$ cat src/rtl/uop_result_collector_if.sv
// Handshake and result bus between the micro-op result collector and its harness.
// The master drives run control, issue requests and the wrapper's dst word; the slave is the collector.
interface uop_result_collector_if #(
  parameter int W     = 64,
  parameter int CNT_W = 16
);
  logic             start_i;
  logic [CNT_W-1:0] num_i;
  logic             issue_valid_i;
  logic             issue_ready_o;
  logic [W-1:0]     dst_i;
  logic             res_valid_o;
  logic [W-1:0]     res_data_o;
  logic [W-1:0]     sig_o;
  logic [CNT_W-1:0] count_o;
  logic             busy_o;
  logic             done_o;

  modport master (
    output start_i, num_i, issue_valid_i, dst_i,
    input  issue_ready_o, res_valid_o, res_data_o, sig_o, count_o, busy_o, done_o
  );

  modport slave (
    input  start_i, num_i, issue_valid_i, dst_i,
    output issue_ready_o, res_valid_o, res_data_o, sig_o, count_o, busy_o, done_o
  );
endinterface

$ cat src/rtl/uop_result_collector.sv
// Supplies the missing valid for the micro-op wrapper: a delay line matched to its latency marks real
// results, which are counted against a programmed target and folded into a rotate-XOR signature.
module uop_result_collector #(
  parameter int          W        = 64,
  parameter int          LAT      = 3,
  parameter int          CNT_W    = 16,
  parameter logic [63:0] SIG_SEED = 64'h0
) (
  input  logic                   clk,
  input  logic                   rst,
  uop_result_collector_if.slave  bus,
  output logic [1:0]             state_dbg
);

  localparam logic [1:0] S_IDLE = 2'd0;
  localparam logic [1:0] S_RUN  = 2'd1;
  localparam logic [1:0] S_DONE = 2'd2;

  localparam logic [W-1:0] SEED = W'(SIG_SEED);

  // Handshake: an issue transfers in a cycle where issue_valid_i and issue_ready_o are both high;
  // ready depends only on registered state, never on issue_valid_i.
  logic [1:0]       state;
  logic [CNT_W-1:0] target;
  logic [CNT_W-1:0] issued;
  logic [CNT_W-1:0] count;
  logic [CNT_W-1:0] count_inc;
  logic [LAT-1:0]   vpipe;
  logic [LAT-1:0]   vpipe_next;
  logic [W-1:0]     sig;
  logic [W-1:0]     res_data;
  logic             res_valid;
  logic             ready;
  logic             accept;
  logic             start_take;
  logic             capture;
  logic             last_capture;

  assign ready        = (state == S_RUN) && (issued < target);
  assign accept       = bus.issue_valid_i && ready;
  assign start_take   = bus.start_i && (state != S_RUN);
  assign capture      = vpipe[LAT-1];
  assign count_inc    = count + CNT_W'(1);
  assign last_capture = capture && (count_inc == target);

  generate
    if (LAT == 1) begin : g_vpipe_single
      assign vpipe_next = accept;
    end else begin : g_vpipe_shift
      assign vpipe_next = {vpipe[LAT-2:0], accept};
    end
  endgenerate

  always_ff @(posedge clk or posedge rst) begin
    if (rst) begin
      state  <= S_IDLE;
      target <= '0;
    end else begin
      case (state)
        S_IDLE, S_DONE: begin
          if (start_take) begin
            target <= bus.num_i;
            state  <= (bus.num_i == '0) ? S_DONE : S_RUN;
          end
        end
        S_RUN: begin
          if (last_capture) state <= S_DONE;
        end
        default: state <= S_IDLE;
      endcase
    end
  end

  // Reset clears the delay line, so wrapper results still draining afterwards are never captured.
  always_ff @(posedge clk or posedge rst) begin
    if (rst) begin
      vpipe  <= '0;
      issued <= '0;
    end else if (start_take) begin
      vpipe  <= '0;
      issued <= '0;
    end else begin
      vpipe <= vpipe_next;
      if (accept) issued <= issued + CNT_W'(1);
    end
  end

  always_ff @(posedge clk or posedge rst) begin
    if (rst) begin
      count     <= '0;
      sig       <= SEED;
      res_data  <= '0;
      res_valid <= 1'b0;
    end else begin
      res_valid <= capture;
      if (start_take) begin
        count <= '0;
        sig   <= SEED;
      end else if (capture) begin
        count    <= count_inc;
        sig      <= {sig[W-2:0], sig[W-1]} ^ bus.dst_i;
        res_data <= bus.dst_i;
      end
    end
  end

  assign bus.issue_ready_o = ready;
  assign bus.res_valid_o   = res_valid;
  assign bus.res_data_o    = res_data;
  assign bus.sig_o         = sig;
  assign bus.count_o       = count;
  assign bus.busy_o        = (state == S_RUN);
  assign bus.done_o        = (state == S_DONE);
  assign state_dbg         = state;

endmodule

$ cat src/flat_wrapper.sv
// flat-port wrapper written by rule: the top's interface ports become plain ports
module uop_result_collector_flat 
#(
  parameter int          W        = 64,
  parameter int          LAT      = 3,
  parameter int          CNT_W    = 16,
  parameter logic [63:0] SIG_SEED = 64'h0
)
  (clk, rst, state_dbg, bus_start_i, bus_num_i, bus_issue_valid_i, bus_dst_i, bus_issue_ready_o, bus_res_valid_o, bus_res_data_o, bus_sig_o, bus_count_o, bus_busy_o, bus_done_o);
  uop_result_collector_if #(.W(W), .CNT_W(CNT_W)) bus_i ();
  input  logic clk;
  input  logic rst;
  output logic [1:0] state_dbg;
  input wire logic [$bits(bus_i.start_i)-1:0] bus_start_i;
  input wire logic [$bits(bus_i.num_i)-1:0] bus_num_i;
  input wire logic [$bits(bus_i.issue_valid_i)-1:0] bus_issue_valid_i;
  input wire logic [$bits(bus_i.dst_i)-1:0] bus_dst_i;
  output wire logic [$bits(bus_i.issue_ready_o)-1:0] bus_issue_ready_o;
  output wire logic [$bits(bus_i.res_valid_o)-1:0] bus_res_valid_o;
  output wire logic [$bits(bus_i.res_data_o)-1:0] bus_res_data_o;
  output wire logic [$bits(bus_i.sig_o)-1:0] bus_sig_o;
  output wire logic [$bits(bus_i.count_o)-1:0] bus_count_o;
  output wire logic [$bits(bus_i.busy_o)-1:0] bus_busy_o;
  output wire logic [$bits(bus_i.done_o)-1:0] bus_done_o;
  assign bus_i.start_i = bus_start_i;
  assign bus_i.num_i = bus_num_i;
  assign bus_i.issue_valid_i = bus_issue_valid_i;
  assign bus_i.dst_i = bus_dst_i;
  assign bus_issue_ready_o = bus_i.issue_ready_o;
  assign bus_res_valid_o = bus_i.res_valid_o;
  assign bus_res_data_o = bus_i.res_data_o;
  assign bus_sig_o = bus_i.sig_o;
  assign bus_count_o = bus_i.count_o;
  assign bus_busy_o = bus_i.busy_o;
  assign bus_done_o = bus_i.done_o;
  uop_result_collector #(.W(W), .LAT(LAT), .CNT_W(CNT_W), .SIG_SEED(SIG_SEED)) u_core (.clk(clk), .rst(rst), .bus(bus_i), .state_dbg(state_dbg));
endmodule
$ cat config.mk
export PLATFORM = sky130hd
export DESIGN_NAME = uop_result_collector_flat
export DESIGN_NICKNAME = d
export VERILOG_FILES = /design/src/rtl/uop_result_collector_if.sv /design/src/rtl/uop_result_collector.sv /design/src/flat_wrapper.sv
export SDC_FILE = /design/constraint.sdc
export NUM_CORES = 1
export LEC_CHECK = 0
export ABC_AREA = 1
export CAP_MARGIN = 10
export CORE_MARGIN = 3
export CORE_UTILIZATION = 44
export CTS_CLUSTER_SIZE = 12
export DETAILED_ROUTE_END_ITERATION = 8
export GPL_ROUTABILITY_DRIVEN = 0
export GPL_TIMING_DRIVEN = 0
export PLACE_DENSITY = 0.77
export REMOVE_ABC_BUFFERS = 1
export SYNTH_ARGS = -nofsm -noshare
export SYNTH_HDL_FRONTEND = slang
export SYNTH_SLANG_ARGS = --single-unit
$ cat constraint.sdc
create_clock -name clk -period 5.4 [get_ports clk]
set_clock_uncertainty 0.2 [all_clocks]
set_input_delay 0.54 -clock clk [delete_from_list [all_inputs] [get_ports clk]]
set_output_delay 0.54 -clock clk [all_outputs]
set_load 0.05 [all_outputs]
==> metrics.cfg <==
[run_status]
status = finished, final reports clean

[clock_tree]
clk_latency_ns = 0.43
hold_buffers = 0
cts_setup_buffers = 0
cts_tree = built
h-tree-depth = 4
cts_sinks = 182
cts_made_buffers = 17
cts_resized = 0
cts-root-buf = clkbuf_16
max-clock-path-buffers = 2
cts.clk_slew.worst_paths_ns = 0.07

[timing]
slew_violations = 0
setup_viol = 0
slew_headroom = 0.3593
fin_crit_ns = 3.447
tightest_slew_ns = 0.9587
setup_ws_ns = 1.954
hold_viol = 0
fmax_mhz = 290.1
fin_tns_setup_ns = 0
rsz0062_at_grt = false
post-route-period-util = 0.6382
holdWs_ns = 0.2615

[floorplanning]
initial_core_util = 0.4580
coreArea_mm2 = 0.01908
die_area_mm2 = 0.02159
die_y_um = 146.9
die_x_um = 146.9
num_io_pins = 234
rows = 50

[synthesis]
yosysTopAreaCellShare = 0.5211
synth.distinct_cells = 30
ys_warn_count = 0
synth_edf_count = 0
yosys.area.top_type = dfrtp_1
ys_ff_latch = 182
synth_area_mm2 = 0.008740
synth.most_common_cell = nand2_1
avgSynthCellArea_um2 = 8.428
ys.flop_type = dfrtp_1
synth_area_leaders = dfrtp_1 52%, nand2_1 17%, xnor2_1 6.7%, o21ai_0 5.2%, inv_1 3.4%
ys_async_sr_fraction = 1.000
netlist_top_cells_count = 393 x nand2_1, 182 x dfrtp_1, 90 x o21ai_0
netlist_instances = 1037
yosysSeqAreaShare = 0.5211

[worst_setup_path]
r2r_cells = 9
cpLargestDelayFamily = buffers and inverters
cp.arrival_ns = 2.71
setup.worst_path.start_class = flop
rrSetupSlack_ns = 2.47
timing.rr.start = u_core.state_dbg[1]$_DFFE_PP0P_
rr_endpoint = u_core.bus.sig_o[33]$_DFFE_PP0P_
worstSetupEndpointType = output port
worstSetupPathType = reg2out
crit_chain = ha_1, a21oi_1, o21ai_0, nand4_1, nand2_1, nand2_1, nand2_1, inv_1, clkdlybuf4s50_1
crit_fanout = 5
cpMostUsedCell = nand2_1
cp.buffers_inverters = 2
max_stage_delay_ns = 0.79
critPathRequiredTime_ns = 4.66
cpMaxStageDelayCell = clkdlybuf4s50_1

[pwr]
finalPower_w = 0.006794
combPwrFrac = 0.499
power_frac_seq = 0.317
pwr-share-clk = 0.184
ir_drop_uv = 433.7
p_sw_w = 0.003227
power.leakage_nw = 5.456
power.density_mw_per_mm2 = 567.2
swShare = 0.4749
p_int_w = 0.003567

[global_route]
first_global_vias = 7602
antenna_found_initial = 3
grt_usage = 0.2328
grt_start_max_net_pins = 109
gr-total-overflow = 0
grt_pass1_wl_um = 40310

[placed_design]
dp_hpwl_um = 17790
placedCellCount = 1500
port_buffers = 233
dp_slack_ns = 2.006

[finish]
multi_input_area_mm2 = 0.003702
seq_area_mm2 = 0.004554
final_layout_size_suffix_gt1_frac = 0.05189
syn_to_final_growth_pct = 37.05
diodes = 0
nNetsFinal = 1360
n_fill_cell = 1605
instances_no_fill = 1532

[hold_path]
hold_depth = 0
hold-path-endpoint = u_core.bus.res_valid_o$_DFF_PP0_
hp-class = reg2reg
worstHoldStart = u_core.vpipe[2]$_DFF_PP0_

[routing]
wl_per_cell_um = 16.23
remaining_drc_errors = 0
viasPerCell = 4.954
antenna_left = 0
num_vias = 7589
routed_wl_um = 24870
drt-pass1-iter-count = 6
drt-initial-drc-count = 503

[flow_run]
max-cap-violations = 0

power groups by stage:
stage	clock, W	combinational [W]	sequential [W]
after floorplan	0	0.000862	0.00342
after global placement	0	0.00331	0.00215
after detailed placement	0	0.00341	0.00216
after CTS	0.00127	0.00341	0.00216
after global routing	0.00134	0.00361	0.00222
final	0.00125	0.00339	0.00216
cells in the final DEF, fill, tap and decap left out:
cell	instances
nand2_1	393
clkdlybuf4s50_1	233
dfrtp_1	182
o21ai_0	90
inv_1	77
xnor2_1	67
nand3_1	49
nor2_1	35
ha_1	17
clkbuf_16	17
nand4_1	14
o21ai_1	11
o22ai_1	10
xor2_1	9
nor2_2	8
a21oi_1	7
inv_2	6
nor3_1	6
inv_8	6
nor2_4	5
inv_6	4
nand2_2	3
clkbuf_8	3
buf_12	3
buf_16	3
nand2_4	2
nor4_1	2
xnor3_1	2
clkinv_4	2
inv_4	1
a211oi_1	1
o2111ai_1	1
nand3_4	1
nor3b_2	1
clkinv_8	1
sequential cells by signal, indices dropped and copies added (netlist names):
name and count:
u_core.bus.res_data_o 64, u_core.bus.sig_o 64, u_core.state_dbg 2, u_core.bus.count_o 16, u_core.bus.res_valid_o 1, u_core.target 16
u_core.vpipe 3, u_core.issued 16
worst max-delay path by stage:
| stage | from | to | cells past startpoint |
|---|---|---|---|
| 3_3_place_gp | rst | u_core.bus.res_data_o[62]$_DFFE_PP0P_ | 2 |
| 5_1_grt | u_core.target[3]$_DFFE_PP0P_ | bus_issue_ready_o | 10 |
| 2_1_floorplan | rst | u_core.bus.count_o[0]$_DFFE_PP0P_ | 1 |
| 3_5_place_dp | bus_start_i | u_core.bus.sig_o[33]$_DFFE_PP0P_ | 8 |
| 6_report | u_core.issued[3]$_DFFE_PP0P_ | bus_issue_ready_o | 9 |
| 4_1_cts | u_core.issued[3]$_DFFE_PP0P_ | bus_issue_ready_o | 9 |
area by class of cell:
type / count / area share
Sequential cell: 182 / 0.3802
Clock inverter: 12 / 0.01045
Clock buffer: 20 / 0.03896
Tap cell: 260 / 0.02716
Multi-Input combinational cell: 734 / 0.3091
Timing Repair Buffer: 239 / 0.2066
Inverter: 85 / 0.02747
stage by stage:
stage                     instance area [um^2]    util
after floorplan                           8571       -
after global placement                   11230  0.5885
after detailed placement                 11390  0.5967
after CTS                                11980  0.6277
after global routing                     11980  0.6277
final                                    11980  0.6277
cells by family (layout without fill, tap and decap cells):
family,after synthesis,after routing,share of synthesized area
and+or+nand+nor,519,519,0.2465
DFF,182,182,0.5211
buffers and inverters,121,356,0.05584
AOI/OAI and AO/OA,120,120,0.07087
xor gates and xnor gates,78,78,0.08132
adders and majority gates,17,17,0.02434
layer usage:
| layer | vias up | share of wire | GRT usage |
|---|---|---|---|
| met3 | 38 | 0.11 | 0.1052 |
| met2 | 257 | 0.48 | 0.3844 |
| li1 | 3723 | - | - |
| met1 | 3565 | 0.40 | 0.2827 |
| met5 | - | 0.0016 | 0 |
| met4 | 6 | 0.014 | 0.05172 |
worst register-to-register path, stage by stage, from the launching register on:
cell     delay [ns]
dfrtp_1        0.43
nor2_4         0.16
inv_2          0.07
nand2_4        0.15
inv_2          0.18
nor2_4         0.53
buf_12         0.28
inv_4          0.31
buf_12         0.32
o21ai_0        0.22
No activity file was read; power rests on OpenSTA's default activity.
